--- config.mk ---
export PLATFORM = sky130hd
export DESIGN_NAME = mux_pipe_n
export DESIGN_NICKNAME = d
export VERILOG_FILES = /design/src/rtl/mux_pipe_n_pkg.sv /design/src/rtl/mux_pipe_n_sel.sv /design/src/rtl/mux_pipe_n.sv
export SDC_FILE = /design/constraint.sdc
export NUM_CORES = 1
export LEC_CHECK = 0
export BUFFER_PORTS_ARGS = -buffer_cell sky130_fd_sc_hd__buf_2
export CAP_MARGIN = 5
export CORE_MARGIN = 10
export CORE_UTILIZATION = 42
export DETAILED_ROUTE_END_ITERATION = 6
export PLACE_DENSITY = 0.7
export SKIP_CTS_REPAIR_TIMING = 1
export SLEW_MARGIN = 30
export SYNTH_ARGS = -nofsm -noshare
export SYNTH_HDL_FRONTEND = slang
export SYNTH_SLANG_ARGS = --single-unit
--- constraint.sdc ---
create_clock -name clk -period 1.75 [get_ports clk]
set_input_delay 0 -clock clk [delete_from_list [all_inputs] [get_ports clk]]
set_output_delay 0 -clock clk [all_outputs]
set_load 0.02 [all_outputs]
--- src/rtl/mux_pipe_n_pkg.sv ---
// Shared definitions for the registered N:1 selector.
//   - state_e       : skid-buffer occupancy (EMPTY / ONE / TWO)
//   - DEFAULT_WIDTH : default data width, sized for a register address
//   - clog2         : constant helper used to validate the select width
package mux_pipe_n_pkg;

  localparam int unsigned DEFAULT_WIDTH = 5;

  typedef enum logic [1:0] {
    ST_EMPTY = 2'd0,
    ST_ONE   = 2'd1,
    ST_TWO   = 2'd2
  } state_e;

  // Smallest n with 2**n >= value.
  function automatic int unsigned clog2(input int unsigned value);
    int unsigned res;
    res = 0;
    for (int i = 0; i < 32; i++) begin
      if ((64'd1 << i) < 64'(value)) res = i + 1;
    end
    return res;
  endfunction

endpackage

--- src/rtl/mux_pipe_n_sel.sv ---
// Purely combinational NUM_IN:1 selector with an all-zeros default.
// Kept standalone so the register-file write path can reuse it.
// Ports:
//   i_data : flattened channels, channel k at [k*WIDTH +: WIDTH]
//   i_sel  : channel select
//   o_data : selected channel, or zero when i_sel >= NUM_IN
module mux_sel_comb
  import mux_pipe_n_pkg::*;
#(
  parameter int unsigned WIDTH  = DEFAULT_WIDTH,
  parameter int unsigned NUM_IN = 3,
  parameter int unsigned SEL_W  = 2
) (
  input  logic [NUM_IN*WIDTH-1:0] i_data,
  input  logic [SEL_W-1:0]        i_sel,
  output logic [WIDTH-1:0]        o_data
);

  always_comb begin
    o_data = '0;
    for (int k = 0; k < int'(NUM_IN); k++) begin
      if (i_sel == SEL_W'(k)) o_data = i_data[k*WIDTH +: WIDTH];
    end
  end

endmodule

--- src/rtl/mux_pipe_n.sv ---
// Registered N:1 selector with valid/ready on both sides. A two-entry skid
// buffer (main + skid register) gives one-cycle latency, full throughput and a
// registered in_ready. Selection is done at capture time.
// Ports:
//   clk, reset          : clock, asynchronous active-high reset
//   in_data/sel         : flattened channels and select, taken on in_valid & in_ready
//   in_valid/in_ready   : upstream handshake (in_ready registered)
//   out_data/out_valid  : registered selected word and its qualifier
//   out_ready           : downstream accept
//   sel_err             : sticky out-of-range select flag
// Optional feature macro: MUX_SEL_CHECK_EN (sticky sel_err). When undefined
// sel_err is tied low and no extra flop exists.
module mux_pipe_n
  import mux_pipe_n_pkg::*;
#(
  parameter int unsigned WIDTH  = DEFAULT_WIDTH,
  parameter int unsigned NUM_IN = 3,
  parameter int unsigned SEL_W  = 2
) (
  input  logic                    clk,
  input  logic                    reset,
  input  logic [NUM_IN*WIDTH-1:0] in_data,
  input  logic [SEL_W-1:0]        sel,
  input  logic                    in_valid,
  output logic                    in_ready,
  output logic [WIDTH-1:0]        out_data,
  output logic                    out_valid,
  input  logic                    out_ready,
  output logic                    sel_err
);

  if (NUM_IN < 2 || SEL_W < clog2(NUM_IN)) begin : g_bad_params
    $error("mux_pipe_n: need NUM_IN >= 2 and 2**SEL_W >= NUM_IN");
  end

  state_e           r_state, w_state_d;
  logic [WIDTH-1:0] r_main, w_main_d;
  logic [WIDTH-1:0] r_skid, w_skid_d;
  logic             r_in_ready;
  logic [WIDTH-1:0] w_value;
  logic             w_xfer_in;
  logic             w_xfer_out;

  mux_sel_comb #(
    .WIDTH  (WIDTH),
    .NUM_IN (NUM_IN),
    .SEL_W  (SEL_W)
  ) u_sel (
    .i_data (in_data),
    .i_sel  (sel),
    .o_data (w_value)
  );

  assign out_valid  = (r_state != ST_EMPTY);
  assign out_data   = r_main;
  assign in_ready   = r_in_ready;
  assign w_xfer_in  = in_valid & r_in_ready;
  assign w_xfer_out = out_valid & out_ready;

  always_comb begin
    w_state_d = r_state;
    w_main_d  = r_main;
    w_skid_d  = r_skid;
    unique case (r_state)
      ST_EMPTY: begin
        if (w_xfer_in) begin
          w_main_d  = w_value;
          w_state_d = ST_ONE;
        end
      end
      ST_ONE: begin
        if (w_xfer_in && w_xfer_out) begin
          w_main_d = w_value;
        end else if (w_xfer_in) begin
          // Main is still held downstream; park the new word behind it.
          w_skid_d  = w_value;
          w_state_d = ST_TWO;
        end else if (w_xfer_out) begin
          w_state_d = ST_EMPTY;
        end
      end
      ST_TWO: begin
        // in_ready is low here, so only a drain can happen.
        if (w_xfer_out) begin
          w_main_d  = r_skid;
          w_state_d = ST_ONE;
        end
      end
      default: w_state_d = ST_EMPTY;
    endcase
  end

  always_ff @(posedge clk or posedge reset) begin
    if (reset) begin
      r_state    <= ST_EMPTY;
      r_main     <= '0;
      r_skid     <= '0;
      r_in_ready <= 1'b0;
    end else begin
      r_state    <= w_state_d;
      r_main     <= w_main_d;
      r_skid     <= w_skid_d;
      // Look-ahead on the next state keeps in_ready a plain flop output.
      r_in_ready <= (w_state_d != ST_TWO);
    end
  end

`ifdef MUX_SEL_CHECK_EN
  logic w_sel_oob;
  logic r_sel_err;

  always_comb begin
    w_sel_oob = 1'b1;
    for (int k = 0; k < int'(NUM_IN); k++) begin
      if (sel == SEL_W'(k)) w_sel_oob = 1'b0;
    end
  end

  always_ff @(posedge clk or posedge reset) begin
    if (reset) begin
      r_sel_err <= 1'b0;
    end else if (w_xfer_in && w_sel_oob) begin
      r_sel_err <= 1'b1;
    end
  end

  assign sel_err = r_sel_err;
`else
  assign sel_err = 1'b0;
`endif

endmodule

==> results.json <==
{
  "fmaxAchievable_mhz": 703,
  "nets": 112,
  "dpl.cell_count": 109,
  "yosysWarnings": 0,
  "ys_ff_latch": 13,
  "grt_max_degree": 14,
  "synthTopCellsByArea": "dfrtp_1, mux2i_1, mux2_4, mux2_2, mux2_1",
  "synthArstFlopShare_pct": 100,
  "slew_headroom_pct": 66.6,
  "core_area_sq_um": 1710,
  "dieArea_sq_um": 3870,
  "ant_nets": 0,
  "cts_sinks": 13,
  "wl_per_cell_um": 13.7,
  "routed_wl_um": 1580,
  "grt_pass1_vias": 625,
  "finalHoldViolations": 0,
  "cts_root_buffer": "clkbuf_4",
  "fin_crit_sh_pct": 81.3,
  "drcViolationCount": 0,
  "critical_path_arrival_ns": 1.59,
  "overflow": 0,
  "synth_top_cell_by_area": "dfrtp_1",
  "report.final.slew_viol_count": 0,
  "cp-end-kind": "flip-flop",
  "setup_violations": 0,
  "tightest_slew_ns": 0.500,
  "num_vias": 560,
  "diodes": 0,
  "h-tree-depth": 1,
  "area_growth_pct": 26.7,
  "synth.cells.most_frequent": "dfrtp_1, mux2i_1, mux2_2",
  "postPlaceCellArea_sq_um": 903,
  "synth_cells": 59,
  "cts_buffers": 3,
  "leakagePower_nw": 0.493,
  "avgSynthCellArea_sq_um": 12.7,
  "die_y_um": 62.2,
  "drive_gt1_share_pct": 48.9,
  "die_x_um": 62.2,
  "pin_count": 29,
  "yosys.area.top_type_share_pct": 43.4,
  "synth_edf_count": 0,
  "clock_skew_ns": 0.00661,
  "grt_pass1_wl_um": 2750,
  "cts_tree": "done",
  "ir_worst_vdd_uv": 784,
  "max_cap_violations": 0,
  "status": "finished, final reports clean",
  "crit_required_ns": 1.92,
  "hold_path.class": "in2reg",
  "clockBufferDepth": 2,
  "design_area_sq_um": 950,
  "clkLatencyLatePin_ns": 0.27,
  "yosysMostFrequentCell": "dfrtp_1",
  "synth_ff_type": "dfrtp_1",
  "hpwl_um": 1280,
  "path_max_fanout": 5,
  "cp-start-kind": "primary input",
  "powerDensity_nw_per_um2": 1270,
  "ys_types": 23,
  "port-buffer-count": 27,
  "nFillCells": 148,
  "yosysSeqAreaShare_pct": 43.4,
  "initial_utilization_pct": 43.9,
  "finalPower_mw": 1.21,
  "clkTransAtPathRegs_ns": 0.08,
  "min_period_ns": 1.42,
  "firstDrtPassIters": 4,
  "worstSetupPathType": "in2reg",
  "rsz0062_at_grt": "false",
  "drtIter0Drc": 5,
  "syn_nets": 80,
  "setup_tns_ns": 0,
  "netlist_area_sq_um": 749,
  "row_count": 15,
  "vias_per_cell": 4.87,
  "antenna_found_initial": 0,
  "fin_cells": 115,
  "grt_usage_pct": 8.69,
  "place.gp.congestion": 0.763
}
## placed cells by master, fill, tap and decap left out, types with 2 or more instances in the layout
master and count:
buf_2 27, dfrtp_1 13, mux2i_1 8, mux2_2 5, inv_1 4, o2bb2ai_1 4
mux2_1 4, mux2_4 4, clkbuf_4 3, a21oi_1 2, dlygate4sd3_1 2
## power breakdown
part	total (mW)	switching, mW	internal (mW)
clock	0.183	0.0943	0.0884
sequential	0.508	0.0804	0.428
combinational	0.516	0.245	0.271
total	1.21	0.420	0.787
## layer usage
metal / GRT usage [%] / up-vias / wire [um]
met5: 0 / - / 0
met4: 2.57 / 0 / 9
met3: 4.30 / 2 / 108
met2: 15.8 / 13 / 849
met1: 8.38 / 271 / 606
li1: - / 274 / -
## logic make-up after synthesis
logic type / Yosys count / synth area share [%]
muxes: 21 / 32.2
and+or+nand+nor: 10 / 12.2
buffers and inverters: 6 / 3.67
other: 1 / 0.500
DFF: 13 / 43.4
AOI/OAI and AO/OA: 8 / 8.01
## sequential cells by signal (all words and copies together), names as in the netlist
signal / count
in_ready: 1
out_data: 5
r_skid: 5
r_state: 2
## area by class of cell
type	count	area (sq um)	share of cell area, %
well taps	25	31.3	3.29
flip-flops and latches	13	325	34.3
repair buffers	29	155	16.3
multi-input cells	40	397	41.8
inverters	4	15.0	1.58
clock buffers	4	26.3	2.77
## worst max-delay path, stage by stage
cell           delay, ns
dlygate4sd3_1       0.53
buf_2               0.16
nand2b_1            0.22
nor3_4              0.31
mux2_2              0.38
## per-stage QoR
| stage | util (%) | hold WS [ns] | setup WS (ns) |
|---|---|---|---|
| after floorplan | - | -0.123 | 0.453 |
| after global placement | 52.9 | 0.0374 | 0.387 |
| after detailed placement | 52.9 | 0.0428 | 0.366 |
| after CTS | 54.4 | -0.261 | 0.362 |
| after global routing | 55.6 | 0.0393 | 0.254 |
| final | 55.6 | 0.0488 | 0.327 |
## path summary, 6_finish.rpt
kind	to	startpoint	depth (start not counted)	slack [ns]
worst max-delay path	r_skid[2]	out_ready	5	0.33
worst min-delay path	r_state[1]	in_valid	3	0.05
worst max register to register	out_data[3]	r_state[1]	3	0.37
worst min register to register	r_skid[1]	r_skid[1]	1	0.51
max in group asynchronous	r_skid[3]	reset	3	1.13
min in group asynchronous	out_data[3]	reset	3	0.28
No activity file was read; power rests on OpenSTA's default activity.
